==> config.mk <==
export PLATFORM = sky130hd
export DESIGN_NAME = sign_ext16_30
export DESIGN_NICKNAME = d
export VERILOG_FILES = /design/src/rtl/sign_ext16_30.sv
export SDC_FILE = /design/constraint.sdc
export NUM_CORES = 1
export LEC_CHECK = 0
export ABC_CLOCK_PERIOD_IN_PS = 900
export BUFFER_PORTS_ARGS = -buffer_cell sky130_fd_sc_hd__buf_2
export CAP_MARGIN = 30
export CORE_UTILIZATION = 37
export CTS_CLUSTER_DIAMETER = 40
export DETAILED_ROUTE_END_ITERATION = 10
export HOLD_SLACK_MARGIN = 0.12
export PLACE_DENSITY = 0.77
export SETUP_SLACK_MARGIN = 0.4
export SLEW_MARGIN = 20
export SYNTH_ARGS = -nofsm -noshare
export SYNTH_HDL_FRONTEND = slang
export SYNTH_SLANG_ARGS = --single-unit
==> constraint.sdc <==
create_clock -name clk -period 0.9 [get_ports clk]
set_clock_uncertainty 0.2 [all_clocks]
set_input_delay 0 -clock clk [delete_from_list [all_inputs] [get_ports clk]]
set_output_delay 0 -clock clk [all_outputs]
set_load 0.02 [all_outputs]
==> src/rtl/sign_ext16_30.sv <==
// Sign extender with two outputs: a combinational sign-extended copy of in,
// and a one-cycle registered result that can be zero-extended and/or shifted left by 2.
module sign_ext16_30 #(
  parameter int IN_W  = 16,
  parameter int OUT_W = 30
) (
  output logic [OUT_W-1:0] out,
  input  logic [IN_W-1:0]  in,
  input  logic             clk,
  input  logic             reset,
  input  logic             zext,
  input  logic             shl2,
  input  logic             in_valid,
  output logic [OUT_W-1:0] q,
  output logic             q_valid
);

  generate
    if (IN_W < 1 || OUT_W <= IN_W) begin : g_bad_params
      $error("sign_ext16_30: need IN_W >= 1 and OUT_W > IN_W");
    end
  endgenerate

  logic [OUT_W-1:0] ext;
  logic [OUT_W-1:0] r;

  always_comb begin
    out = {{(OUT_W-IN_W){in[IN_W-1]}}, in};
  end

  // zext forces the fill bits to 0; the shift drops the top two bits of ext.
  always_comb begin
    ext = {{(OUT_W-IN_W){in[IN_W-1] & ~zext}}, in};
    r   = shl2 ? (ext << 2) : ext;
  end

  always_ff @(posedge clk) begin
    if (reset) begin
      q       <= '0;
      q_valid <= 1'b0;
    end else if (in_valid) begin
      q       <= r;
      q_valid <= 1'b1;
    end else begin
      q_valid <= 1'b0;
    end
  end

endmodule

==> load_flow_metrics.sql, run 1 <==
INSERT INTO impl_metrics (metric_group, metric, value, unit) VALUES
('timing', 'finalWorstSetupSlack', '-0.1809', 'ns'),
('yosys', 'synthesis_warnings', '0', ''),
('floorplan', 'chipHeight', '58.38', 'um'),
('global_route', 'grt_start_max_net_pins', '21', ''),
('power', 'cellLeakagePower', '0.8883', 'nW'),
('drt', 'detailroute.via_count', '1028', ''),
('floorplan', 'standard_cell_core_area', '0.003028', 'mm2'),
('setup_path', 'reg2reg_slack', '-0.03', 'ns'),
('clocking', 'clock_sink_count', '20', ''),
('power', 'power.ir.vdd_worst', '0.0007382', 'V'),
('drt', 'detail_route.wirelength', '3040', 'um'),
('drt', 'drc', '0', ''),
('run_status', 'failed_checks', 'hold timing, setup timing', ''),
('worst_hold_path', 'min_delay_worst_endpoint', 'q[1]$_SDFFE_PP0P_', ''),
('clocking', 'ctsRootBufferMaster', 'sky130_fd_sc_hd__clkbuf_4', ''),
('place', 'gp_routability_congestion', '0.7297', ''),
('setup_path', 'buffers_and_inverters_on_the_worst_path', '1', ''),
('power', 'power.density', '1255', 'mW/mm2'),
('clocking', 'max-clock-path-buffers', '2', ''),
('timing', 'min_period', '1.081', 'ns'),
('clocking', 'htree_levels', '1', ''),
('timing', 'setup_viol', '34', ''),
('setup_path', 'crit-reg2reg-launch', 'q[1]$_SDFFE_PP0P_', ''),
('setup_path', 'required_worst_endpoint', '0.70', 'ns'),
('yosys', 'synth.ff_latch_count', '20', ''),
('yosys', 'ys_seq_area_frac', '0.3404', ''),
('timing', 'finalCritPeriodShare', '1.201', ''),
('floorplan', 'die-width', '58.38', 'um'),
('floorplan', 'start_util', '0.3884', ''),
('place', 'hpwlAfterDp', '1794', 'um'),
('yosys', 'synthesis.area', '0.001176', 'mm2'),
('yosys', 'synth_cell_types', '16', ''),
('finish', 'post_layout_nonfiller_instances', '226', ''),
('timing', 'timing.slew.headroom', '0.6971', ''),
('floorplan', 'floorplan.rows', '20', ''),
('drt', 'routed_via_density', '4.549', ''),
('yosys', 'yosys.area.top_type_share', '0.3404', ''),
('drt', 'initialDrtViolationCount', '16', ''),
('setup_path', 'timing.critical_path.max_delay_family', 'flip-flops', ''),
('clocking', 'cts_buffers', '3', ''),
('timing', 'hold_viol', '20', ''),
('finish', 'share_of_final_layout_standard_cells_stronger_than_drive_strength_1', '0.7473', ''),
('drt', 'antenna_left', '0', ''),
('global_route', 'grt_pass1_wl', '4105', 'um'),
('clocking', 'clkSlewWorstSetupHoldPaths', '0.11', 'ns'),
('setup_path', 'critical_path.max_fanout', '13', ''),
('finish', 'final_area', '0.001872', 'mm2'),
('finish', 'area_growth', '59.15', '%'),
('timing', 'tightest_slew', '0.4544', 'ns'),
('setup_path', 'end_kind', 'output port', ''),
('global_route', 'first_global_vias', '847', ''),
('setup_path', 'reg2regPathDepth', '3', ''),
('place', 'dp.cells', '213', ''),
('floorplan', 'io_pins', '82', ''),
('worst_hold_path', 'worstHoldPathCells', '3', ''),
('yosys', 'synth_cells', '130', ''),
('timing', 'finalHoldWorstSlack', '-0.2164', 'ns'),
('timing', 'setup_tns', '-3.788', 'ns'),
('timing', 'rsz0062_at_grt', 'yes', ''),
('setup_path', 'slowest_stage', 'sky130_fd_sc_hd__dfxtp_4', ''),
('yosys', 'post-synth-top-area-cell', 'sky130_fd_sc_hd__dfxtp_1', ''),
('floorplan', 'die_area', '0.003408', 'mm2'),
('setup_path', 'worstSetupStartpoint', 'q[18]$_SDFFE_PP0P_', ''),
('place', 'number_of_port_buffers', '81', ''),
('worst_hold_path', 'hold_path.startpoint', 'in[1]', ''),
('global_route', 'gr-total-overflow', '0', ''),
('run_status', 'run_status', 'complete, but fails checks', ''),
('yosys', 'postSynthNetCount', '151', ''),
('setup_path', 'timing_worst_setup_path_type', 'reg -> out', ''),
('finish', 'antenna-diode-count', '0', ''),
('setup_path', 'worst_ep_arrival_time', '0.88', 'ns');
## cells in the final DEF (no fill, tap or decap), types with 2 or more instances in the layout
master	Yosys	layout
sky130_fd_sc_hd__mux2i_1	14	14
sky130_fd_sc_hd__clkbuf_16	0	2
sky130_fd_sc_hd__a211oi_2	0	6
sky130_fd_sc_hd__buf_2	3	47
sky130_fd_sc_hd__dfxtp_2	0	2
sky130_fd_sc_hd__buf_4	42	8
sky130_fd_sc_hd__nor2b_1	3	2
sky130_fd_sc_hd__nor2_1	17	11
sky130_fd_sc_hd__a21oi_1	5	4
sky130_fd_sc_hd__a211oi_1	15	9
sky130_fd_sc_hd__dfxtp_4	0	18
sky130_fd_sc_hd__buf_6	1	33
sky130_fd_sc_hd__nand2b_1	3	3
sky130_fd_sc_hd__buf_12	1	3
sky130_fd_sc_hd__clkbuf_4	0	3
sky130_fd_sc_hd__buf_8	0	4
sky130_fd_sc_hd__nor2_2	0	5
## state kept, by name, indices dropped and copies added, names as in the netlist
signal,flops
q,19
q_valid,1
## where the power goes
part           switching, mW  internal [mW]  total (mW)  leakage (nW)
sequential            0.0493          0.931       0.981         0.178
clock                  0.278          0.247       0.525        0.0210
combinational          0.432          0.411       0.843         0.690
## synth_stat cells
master                      n
sky130_fd_sc_hd__buf_12     1
sky130_fd_sc_hd__clkbuf_1   2
sky130_fd_sc_hd__mux2i_1   14
sky130_fd_sc_hd__buf_4     42
sky130_fd_sc_hd__dfxtp_1   20
sky130_fd_sc_hd__nor2_1    17
sky130_fd_sc_hd__buf_6      1
sky130_fd_sc_hd__and2b_1    1
sky130_fd_sc_hd__a211oi_1  15
sky130_fd_sc_hd__nand3_1    1
sky130_fd_sc_hd__buf_2      3
sky130_fd_sc_hd__nand3b_1   1
sky130_fd_sc_hd__nor3b_1    1
sky130_fd_sc_hd__nand2b_1   3
sky130_fd_sc_hd__nor2b_1    3
sky130_fd_sc_hd__a21oi_1    5
## cell families after synthesis
group,after synthesis,share of synthesized area
buffers and inverters,49,0.3138
AND/OR/NAND/NOR,27,0.1096
AO/OA/AOI/OAI,20,0.1170
flip-flops,20,0.3404
multiplexers,14,0.1191
## layer usage
layer | vias up | global-route usage | part of all wire
met2 | 51 | 0.2841 | 0.51
li1 | 507 | - | -
met4 | 0 | 0.07143 | 0.011
met5 | - | 0 | 0
met3 | 4 | 0.01978 | 0.052
met1 | 466 | 0.1951 | 0.43
## cell type report
class	instances	area, um2
clock buffer	4	36.28
fill	267	1156
sequential	20	470.5
multi-input combinational	61	473.0
timing repair buffer	97	837.1
tap	44	55.05
## metrics by stage
stage | utilization | hold WS (ns)
2_1_floorplan | - | -0.08741
3_3_place_gp | 0.4731 | 0.04962
3_5_place_dp | 0.4731 | 0.05256
4_1_cts | 0.5744 | -0.2411
5_1_grt | 0.6182 | -0.2329
6_report | 0.6182 | -0.2164
## repair_timing
item | 4_1_cts | 5_1_grt
buffers inserted | 3 | 3
cloned | 1 | 2
setup endpoints to repair | 64 | 64
pin swaps | 6 | 2
hold endpoints to repair | 37 | 37
gates resized for setup | 76 | 16
## how the worst max path moves through the flow
stage / end / slack (ns) / cells past startpoint
2_1_floorplan: q[18]$_SDFFE_PP0P_ / -0.03 / 2
3_3_place_gp: q[11]$_SDFFE_PP0P_ / -0.06 / 4
3_5_place_dp: q[10]$_SDFFE_PP0P_ / -0.12 / 4
4_1_cts: q[18] / -0.20 / 1
5_1_grt: q[28] / -0.24 / 1
6_report: q[18] / -0.18 / 1
Note: power is estimated with default switching activity, not from simulation.
==> run 2, diff against run 1 <==
--- a/config.mk
+++ b/config.mk
@@ -5,6 +5,7 @@
 export SDC_FILE = /design/constraint.sdc
 export NUM_CORES = 1
 export LEC_CHECK = 0
+export ABC_AREA = 1
 export ABC_CLOCK_PERIOD_IN_PS = 900
 export BUFFER_PORTS_ARGS = -buffer_cell sky130_fd_sc_hd__buf_2
 export CAP_MARGIN = 30
==> run 2 against run 1 <==
The flow still finishes with violations (hold timing, setup timing). Synthesized cell count rose by 15%. First-iteration DRC count up 63%. Cell area rose by 0.94%. Non-clock buffer count up 4. Wire length increased by 2.0%. Via count increased by 14%. Flip-flop and latch count unchanged. Worst hold slack worse by 0.038 ns. Fmax fell by 0.14%. Sequential power barely moved. Global-route usage up 1.4 points. Critical path type unchanged. Largest cell class unchanged. Highest routed layer unchanged.
==> load_flow_metrics.sql, run 2 <==
INSERT INTO impl_metrics (metric_group, metric, value, unit) VALUES
('clocking', 'max-clock-path-buffers', '2', ''),
('timing', 'finalHoldWorstSlack', '-0.2549', 'ns'),
('clocking', 'htree_levels', '1', ''),
('power', 'report.power.total', '2.335', 'mW'),
('setup_path', 'reg2regPathDepth', '3', ''),
('place', 'dp.cells', '235', ''),
('yosys', 'post-synth-top-area-cell', 'sky130_fd_sc_hd__dfxtp_1', ''),
('run_status', 'run_status', 'complete, but fails checks', ''),
('yosys', 'postSynthNetCount', '170', ''),
('timing', 'min_period', '1.082', 'ns'),
('clocking', 'ctsRootBufferMaster', 'sky130_fd_sc_hd__clkbuf_4', ''),
('worst_hold_path', 'path_class_of_the_lowest_slack_min_delay_path', 'in -> reg', ''),
('clocking', 'clkSlewWorstSetupHoldPaths', '0.12', 'ns'),
('floorplan', 'die_area', '0.003457', 'mm2'),
('finish', 'max_flop_register', 'q', ''),
('setup_path', 'timing.critical_path.max_delay_family', 'flip-flops', ''),
('setup_path', 'end_kind', 'output port', ''),
('global_route', 'first_global_vias', '990', ''),
('setup_path', 'worstSetupStartpoint', 'q[18]$_SDFFE_PP0P_', ''),
('yosys', 'synth_area_per_cell', '8.011', 'um2'),
('finish', 'layout.cells.most_common', 'sky130_fd_sc_hd__buf_2', ''),
('yosys', 'synth.ff_latch_count', '20', ''),
('drt', 'drc', '0', ''),
('yosys', 'synth_cells', '149', ''),
('drt', 'routed_via_density', '4.700', ''),
('yosys', 'synthesis.area', '0.001194', 'mm2'),
('drt', 'dr.pass1.iters', '4', ''),
('floorplan', 'start_util', '0.3910', ''),
('global_route', 'gr-total-overflow', '0', ''),
('floorplan', 'io_pins', '82', ''),
('clocking', 'clock_sink_count', '20', ''),
('setup_path', 'required_worst_endpoint', '0.70', 'ns'),
('yosys', 'synth.area.top_cells', 'sky130_fd_sc_hd__dfxtp_1 (34%), sky130_fd_sc_hd__buf_4 (27%), sky130_fd_sc_hd__a21oi_1 (10%)', ''),
('finish', 'reg_top3', 'q x19, q_valid x1', ''),
('yosys', 'yosys.area.top_type_share', '0.3354', ''),
('setup_path', 'critical_path.max_fanout', '13', ''),
('yosys', 'synth_commonest_cells', 'sky130_fd_sc_hd__buf_4 (43), sky130_fd_sc_hd__a21oi_1 (24), sky130_fd_sc_hd__nand2_1 (23)', ''),
('setup_path', 'crit-reg2reg-launch', 'q[18]$_SDFFE_PP0P_', ''),
('floorplan', 'floorplan.rows', '20', ''),
('timing', 'rsz0062_at_grt', 'yes', ''),
('timing', 'setup_tns', '-4.051', 'ns'),
('global_route', 'number_of_antenna_violations_at_the_first_check_in_global_routing', '0', ''),
('timing', 'tightest_slew', '0.4318', 'ns'),
('drt', 'detail_route.wirelength', '3101', 'um'),
('setup_path', 'timing_worst_setup_path_type', 'reg -> out', ''),
('setup_path', 'r2r_end', 'q[18]$_SDFFE_PP0P_', ''),
('setup_path', 'worst_ep_arrival_time', '0.88', 'ns'),
('yosys', 'synth_cell_types', '16', ''),
('finish', 'share_of_final_layout_standard_cells_stronger_than_drive_strength_1', '0.7476', ''),
('yosys', 'synthMostInstantiatedCell', 'sky130_fd_sc_hd__buf_4', ''),
('place', 'number_of_port_buffers', '81', ''),
('setup_path', 'crit_chain', 'buf_2', ''),
('global_route', 'grt_pass1_wl', '4609', 'um'),
('clocking', 'clock_latency', '0.31', 'ns'),
('timing', 'hold_viol', '20', ''),
('yosys', 'synthesis_warnings', '0', ''),
('setup_path', 'crit_path_end', 'q[29]', ''),
('finish', 'layout.cells.most_common_list', 'sky130_fd_sc_hd__buf_2 (44), sky130_fd_sc_hd__buf_6 (42), sky130_fd_sc_hd__nand2_1 (22), sky130_fd_sc_hd__a21oi_1 (21), sky130_fd_sc_hd__dfxtp_4 (19)', ''),
('yosys', 'ys_dominant_reg_cell', 'sky130_fd_sc_hd__dfxtp_1', ''),
('drt', 'detailroute.via_count', '1175', ''),
('floorplan', 'chipHeight', '58.80', 'um'),
('place', 'gp_routability_congestion', '0.7534', ''),
('power', 'cellLeakagePower', '0.8878', 'nW'),
('setup_path', 'path_depth', '1', ''),
('yosys', 'ys_seq_area_frac', '0.3354', ''),
('timing', 'timing.slew.headroom', '0.7117', ''),
('timing', 'final_max_slew_viol_count', '0', ''),
('setup_path', 'reg2reg_slack', '-0.08', 'ns'),
('finish', 'antenna-diode-count', '0', ''),
('yosys', 'number_of_synthesized_flops_with_an_enable_pin', '0', ''),
('floorplan', 'die-width', '58.80', 'um'),
('global_route', 'grtUsageTotal', '0.1751', ''),
('yosys', 'synth-async-reset-ratio', '0', ''),
('setup_path', 'cp-start-kind', 'register', ''),
('clocking', 'cts_buffers', '3', ''),
('timing', 'setup_viol', '37', ''),
('timing', 'finalWorstSetupSlack', '-0.1824', 'ns'),
('floorplan', 'standard_cell_core_area', '0.003053', 'mm2'),
('finish', 'fin_nets', '228', ''),
('setup_path', 'crit_path_max_incr_delay', '0.41', 'ns'),
('run_status', 'failed_checks', 'hold timing, setup timing', ''),
('place', 'placement.setup.worst_slack', '0.03349', 'ns'),
('timing', 'maxClockFrequency', '923.9', 'MHz'),
('power', 'power.density', '1236', 'mW/mm2'),
('global_route', 'grt_start_max_net_pins', '18', ''),
('timing', 'finalCritPeriodShare', '1.203', ''),
('setup_path', 'buffers_and_inverters_on_the_worst_path', '1', ''),
('finish', 'area_growth', '58.28', '%'),
('run', 'maxCapViolations', '0', ''),
('finish', 'number_of_flip_flops_under_the_largest_register_name', '19', ''),
('power', 'power.ir.vdd_worst', '0.0005781', 'V'),
('drt', 'antenna_left', '0', ''),
('place', 'hpwlAfterDp', '2000', 'um'),
('drt', 'avgRoutedWirePerCell', '12.40', 'um'),
('setup_path', 'slowest_stage', 'sky130_fd_sc_hd__dfxtp_4', ''),
('finish', 'post_layout_nonfiller_instances', '250', ''),
('drt', 'initialDrtViolationCount', '26', ''),
('clocking', 'clock_tree_from_tritoncts', 'yes', '');
==> run 2: kinds of logic (layout without fill, tap and decap cells) <==
family                 Yosys count  after routing  share of synthesized area
AOI/OAI and AO/OA               47             47                     0.2191
and+or+nand+nor                 30             30                     0.1059
buffers and inverters           52            109                     0.3396
DFF                             20             20                     0.3354
==> run 2: through the flow <==
step / area [um2] / util
5_1_grt: 1889 / 0.6189
3_5_place_dp: 1441 / 0.4721
4_1_cts: 1780 / 0.5832
6_report: 1889 / 0.6189
2_1_floorplan: 1271 / -
3_3_place_gp: 1441 / 0.4721
==> run 2: area by class of cell <==
cell class / instances / area, um2
sequential: 20 / 473.0
multi-input combinational: 77 / 459.2
tap: 44 / 55.05
fill: 281 / 1164
inverter: 4 / 22.52
clock buffer: 4 / 26.28
timing repair buffer: 101 / 853.3
==> run 2: how the worst min path moves through the flow <==
| stage | startpoint | end | slack, ns | cells past startpoint |
|---|---|---|---|---|
| finish | in[6] | q[6]$_SDFFE_PP0P_ | -0.25 | 3 |
| global route | in[6] | q[6]$_SDFFE_PP0P_ | -0.27 | 3 |
| global placement | in[2] | out[2] | 0.05 | 2 |
| detailed placement | in[2] | out[2] | 0.05 | 2 |
| CTS | in[3] | q[3]$_SDFFE_PP0P_ | -0.28 | 3 |
| floorplan | reset | q[0]$_SDFFE_PP0P_ | -0.14 | 1 |
==> run 2: layer usage <==
| layer | share of wire | wire length [um] | vias up | GRT usage |
|---|---|---|---|---|
| met4 | 0.015 | 47 | 0 | 0.08163 |
| met5 | 0 | 0 | - | 0 |
| met2 | 0.52 | 1618 | 51 | 0.2890 |
| li1 | - | - | 572 | - |
| met1 | 0.41 | 1271 | 547 | 0.2197 |
| met3 | 0.052 | 162 | 5 | 0.03297 |
==> run 2: what timing repair did <==
| action | in CTS | in global routing |
|---|---|---|
| resized for setup | 91 | 17 |
| endpoints found under the hold margin | 42 | 35 |
| setup buffers | 4 | 6 |
| gates cloned | 1 | 0 |
| setup endpoints to repair | 65 | 65 |
| pin swaps | 2 | 3 |
==> run 2: where the power goes <==
| group | switching [mW] | leakage [nW] | total (mW) | internal [mW] |
|---|---|---|---|---|
| clock | 0.282 | 0.0150 | 0.455 | 0.173 |
| combinational | 0.480 | 0.695 | 0.898 | 0.418 |
| sequential | 0.0535 | 0.178 | 0.982 | 0.929 |
| total | 0.815 | 0.888 | 2.34 | 1.52 |
==> run 2: worst min-delay path, delay by kind of cell <==
family / cells / cell delay (ns)
AO/OA/AOI/OAI: 1 / 0.05
buffers and inverters: 1 / 0.12
AND/OR/NAND/NOR: 1 / 0.06
==> run 3, diff against run 2 <==
--- a/config.mk
+++ b/config.mk
@@ -9,11 +9,12 @@
 export ABC_CLOCK_PERIOD_IN_PS = 900
 export BUFFER_PORTS_ARGS = -buffer_cell sky130_fd_sc_hd__buf_2
 export CAP_MARGIN = 30
+export CORE_MARGIN = 3
 export CORE_UTILIZATION = 37
 export CTS_CLUSTER_DIAMETER = 40
 export DETAILED_ROUTE_END_ITERATION = 10
 export HOLD_SLACK_MARGIN = 0.12
-export PLACE_DENSITY = 0.77
+export PLACE_DENSITY = 0.76
 export SETUP_SLACK_MARGIN = 0.4
 export SLEW_MARGIN = 20
 export SYNTH_ARGS = -nofsm -noshare
==> run 3 against run 2 <==
The run still ends with hold timing, setup timing left. Sequential share of layout area rose by 0.80 points. Count of clock-buffer cells in the layout did not move. Register-to-register slack improved by 0.07 ns. Flip-flop and latch count did not move. Wire length rose by 4.0%. Critical path type unchanged. Critical endpoint is now q[26]. Largest cell class unchanged. Highest routed layer unchanged.
==> load_flow_metrics.sql, run 3 (synthesis gave the netlist of run 2 again) <==
INSERT INTO impl_metrics (metric_group, metric, value, unit) VALUES
('setup_path', 'reg2regPathDepth', '3', ''),
('finish', 'post_layout_nonfiller_instances', '239', ''),
('setup_path', 'worst_ep_arrival_time', '0.88', 'ns'),
('setup_path', 'timing_worst_setup_path_type', 'reg -> out', ''),
('clocking', 'clock_sink_count', '20', ''),
('power', 'power.ir.vdd_worst', '0.0009017', 'V'),
('finish', 'layout.core_utilization', '0.6260', ''),
('timing', 'finalCritPeriodShare', '1.205', ''),
('timing', 'setup_viol', '34', ''),
('drt', 'detail_route.wirelength', '3224', 'um'),
('timing', 'finalHoldWorstSlack', '-0.2331', 'ns'),
('setup_path', 'buffers_and_inverters_on_the_worst_path', '1', ''),
('power', 'power.switching', '0.7905', 'mW'),
('floorplan', 'start_util', '0.4082', ''),
('timing', 'finalWorstSetupSlack', '-0.1841', 'ns'),
('timing', 'timing.slew.headroom', '0.7199', ''),
('worst_hold_path', 'min_delay_worst_endpoint', 'q[5]$_SDFFE_PP0P_', ''),
('run', 'maxCapViolations', '0', ''),
('drt', 'initialDrtViolationCount', '33', ''),
('finish', 'final.fill_count', '240', ''),
('drt', 'dr.pass1.iters', '4', ''),
('run_status', 'failed_checks', 'hold timing, setup timing', ''),
('finish', 'max_flop_register', 'q', ''),
('global_route', 'gr-total-overflow', '0', ''),
('drt', 'wl_met3', '216', 'um'),
('clocking', 'clock_latency', '0.29', 'ns'),
('timing', 'min_period', '1.084', 'ns'),
('finish', 'number_of_flip_flops_under_the_largest_register_name', '19', ''),
('floorplan', 'standard_cell_core_area', '0.002924', 'mm2'),
('drt', 'avgRoutedWirePerCell', '13.49', 'um'),
('power', 'share_comb_of_total_power', '0.380', ''),
('finish', 'final_area', '0.001831', 'mm2'),
('setup_path', 'crit-reg2reg-launch', 'q[8]$_SDFFE_PP0P_', ''),
('global_route', 'grtUsageTotal', '0.1561', ''),
('setup_path', 'crit_chain', 'buf_2', ''),
('timing', 'hold_viol', '20', ''),
('place', 'number_of_port_buffers', '81', ''),
('setup_path', 'timing.critical_path.max_delay_family', 'flip-flops', ''),
('finish', 'layout.cells.most_common_list', 'sky130_fd_sc_hd__buf_2 (46), sky130_fd_sc_hd__buf_6 (30), sky130_fd_sc_hd__nand2_1 (22), sky130_fd_sc_hd__a21oi_1 (21), sky130_fd_sc_hd__dfxtp_4 (19)', ''),
('clocking', 'clock_tree_from_tritoncts', 'yes', ''),
('setup_path', 'crit_path_max_incr_delay', '0.41', 'ns'),
('clocking', 'max-clock-path-buffers', '2', ''),
('place', 'hpwlAfterDp', '2118', 'um'),
('finish', 'share_of_final_layout_standard_cells_stronger_than_drive_strength_1', '0.7310', ''),
('power', 'report.power.total', '2.286', 'mW'),
('place', 'detailed_place.area', '0.001409', 'mm2'),
('power', 'power.share.switching', '0.3459', ''),
('clocking', 'htree_levels', '1', ''),
('drt', 'routed_met2_length', '1678', 'um'),
('setup_path', 'end_kind', 'output port', ''),
('finish', 'reg_top3', 'q x19, q_valid x1', ''),
('floorplan', 'die_area', '0.003944', 'mm2'),
('power', 'power.share.clock', '0.190', ''),
('floorplan', 'die-width', '62.80', 'um'),
('setup_path', 'required_worst_endpoint', '0.70', 'ns'),
('drt', 'detailroute.via_count', '1130', ''),
('timing', 'rsz0062_at_grt', 'yes', ''),
('worst_hold_path', 'hold_path.startpoint', 'in[5]', ''),
('finish', 'layout.cells.most_common', 'sky130_fd_sc_hd__buf_2', ''),
('timing', 'final_max_slew_viol_count', '0', ''),
('power', 'power.share.sequential', '0.430', ''),
('worst_hold_path', 'worstHoldPathCells', '3', ''),
('clocking', 'ctsRootBufferMaster', 'sky130_fd_sc_hd__clkbuf_4', ''),
('floorplan', 'io_pins', '82', ''),
('timing', 'maxClockFrequency', '922.4', 'MHz'),
('global_route', 'grt_start_max_net_pins', '21', ''),
('setup_path', 'reg2reg_slack', '-0.01', 'ns'),
('floorplan', 'floorplan.rows', '19', ''),
('power', 'cellLeakagePower', '0.8505', 'nW'),
('drt', 'drc', '0', ''),
('drt', 'wl_met1', '1318', 'um'),
('finish', 'area_growth', '53.35', '%'),
('clocking', 'clkSlewWorstSetupHoldPaths', '0.11', 'ns'),
('setup_path', 'slowest_stage', 'sky130_fd_sc_hd__dfxtp_4', ''),
('setup_path', 'cp-start-kind', 'register', ''),
('global_route', 'number_of_antenna_violations_at_the_first_check_in_global_routing', '0', ''),
('finish', 'fin_nets', '219', ''),
('global_route', 'grt_pass1_wl', '5057', 'um'),
('place', 'dp.cells', '229', ''),
('drt', 'routed_via_density', '4.728', ''),
('drt', 'antenna_left', '0', ''),
('place', 'gp_routability_congestion', '0.8090', ''),
('power', 'power.density', '1249', 'mW/mm2'),
('drt', 'routed.top_layer', 'met4', ''),
('setup_path', 'critical_path.max_fanout', '13', ''),
('power', 'power_report.internal_total', '1.495', 'mW'),
('worst_hold_path', 'path_class_of_the_lowest_slack_min_delay_path', 'in -> reg', ''),
('timing', 'tightest_slew', '0.4195', 'ns'),
('clocking', 'cts_buffers', '3', ''),
('run_status', 'run_status', 'complete, but fails checks', ''),
('setup_path', 'r2r_end', 'q[8]$_SDFFE_PP0P_', ''),
('floorplan', 'chipHeight', '62.80', 'um'),
('global_route', 'first_global_vias', '1029', ''),
('finish', 'antenna-diode-count', '0', '');
## run 3: changes by cell type in the layout (fill, tap and decap cells not counted), sizes merged
cell and delta:
buf -9
## run 3: stage by stage
| stage | worst slack [ns] | setup TNS (ns) |
|---|---|---|
| 2_1_floorplan | 0.04871 | 0 |
| 3_3_place_gp | 0.04270 | 0 |
| 3_5_place_dp | 0.02463 | 0 |
| 4_1_cts | -0.1888 | -3.822 |
| 5_1_grt | -0.2326 | -4.929 |
| 6_report | -0.1841 | -3.673 |
## run 3: final cells by class
class,instances,area [um2],area share
clock buffer,4,26.28,0.01435
inverter,4,22.52,0.01230
multi-input combinational,77,455.4,0.2488
sequential,20,473.0,0.2584
tap,42,52.55,0.02871
timing repair buffer,92,800.8,0.4375
## run 3: worst reg2reg max path, stage by stage (launching register included)
cell	delay, ns
sky130_fd_sc_hd__dfxtp_4	0.36
sky130_fd_sc_hd__buf_6	0.11
sky130_fd_sc_hd__o21ai_2	0.09
sky130_fd_sc_hd__a21oi_1	0.05
## run 3: repair_timing
| item | CTS | global route |
|---|---|---|
| endpoints found under the setup margin | 65 | 65 |
| pin swaps | 3 | 0 |
| buffers inserted | 2 | 3 |
| hold endpoints to repair | 35 | 35 |
| gates resized for setup | 85 | 25 |
| cloned | 1 | 0 |
## run 3: worst max-delay path by stage
stage,start,to,depth (start not counted)
global placement,in_valid,q[16]$_SDFFE_PP0P_,6
global route,q[18]$_SDFFE_PP0P_,q[28],1
finish,q[18]$_SDFFE_PP0P_,q[26],1
detailed placement,in_valid,q[16]$_SDFFE_PP0P_,6
floorplan,q[18]$_SDFFE_PP0P_,q[18]$_SDFFE_PP0P_,2
CTS,q[18]$_SDFFE_PP0P_,q[22],1
## run 3: power by group through the flow
stage	logic, mW	registers [mW]	clock network [mW]
floorplan	0.456	1.06	0
global placement	0.645	0.983	0
detailed placement	0.652	0.982	0
CTS	0.801	0.979	0.446
global route	0.922	0.992	0.486
finish	0.870	0.983	0.433
## run 3: per-layer routing
layer	global-route usage	vias to the layer above
li1	-	550
met5	0	-
met4	0.03306	0
met3	0.03237	2
met1	0.2072	532
met2	0.2597	46
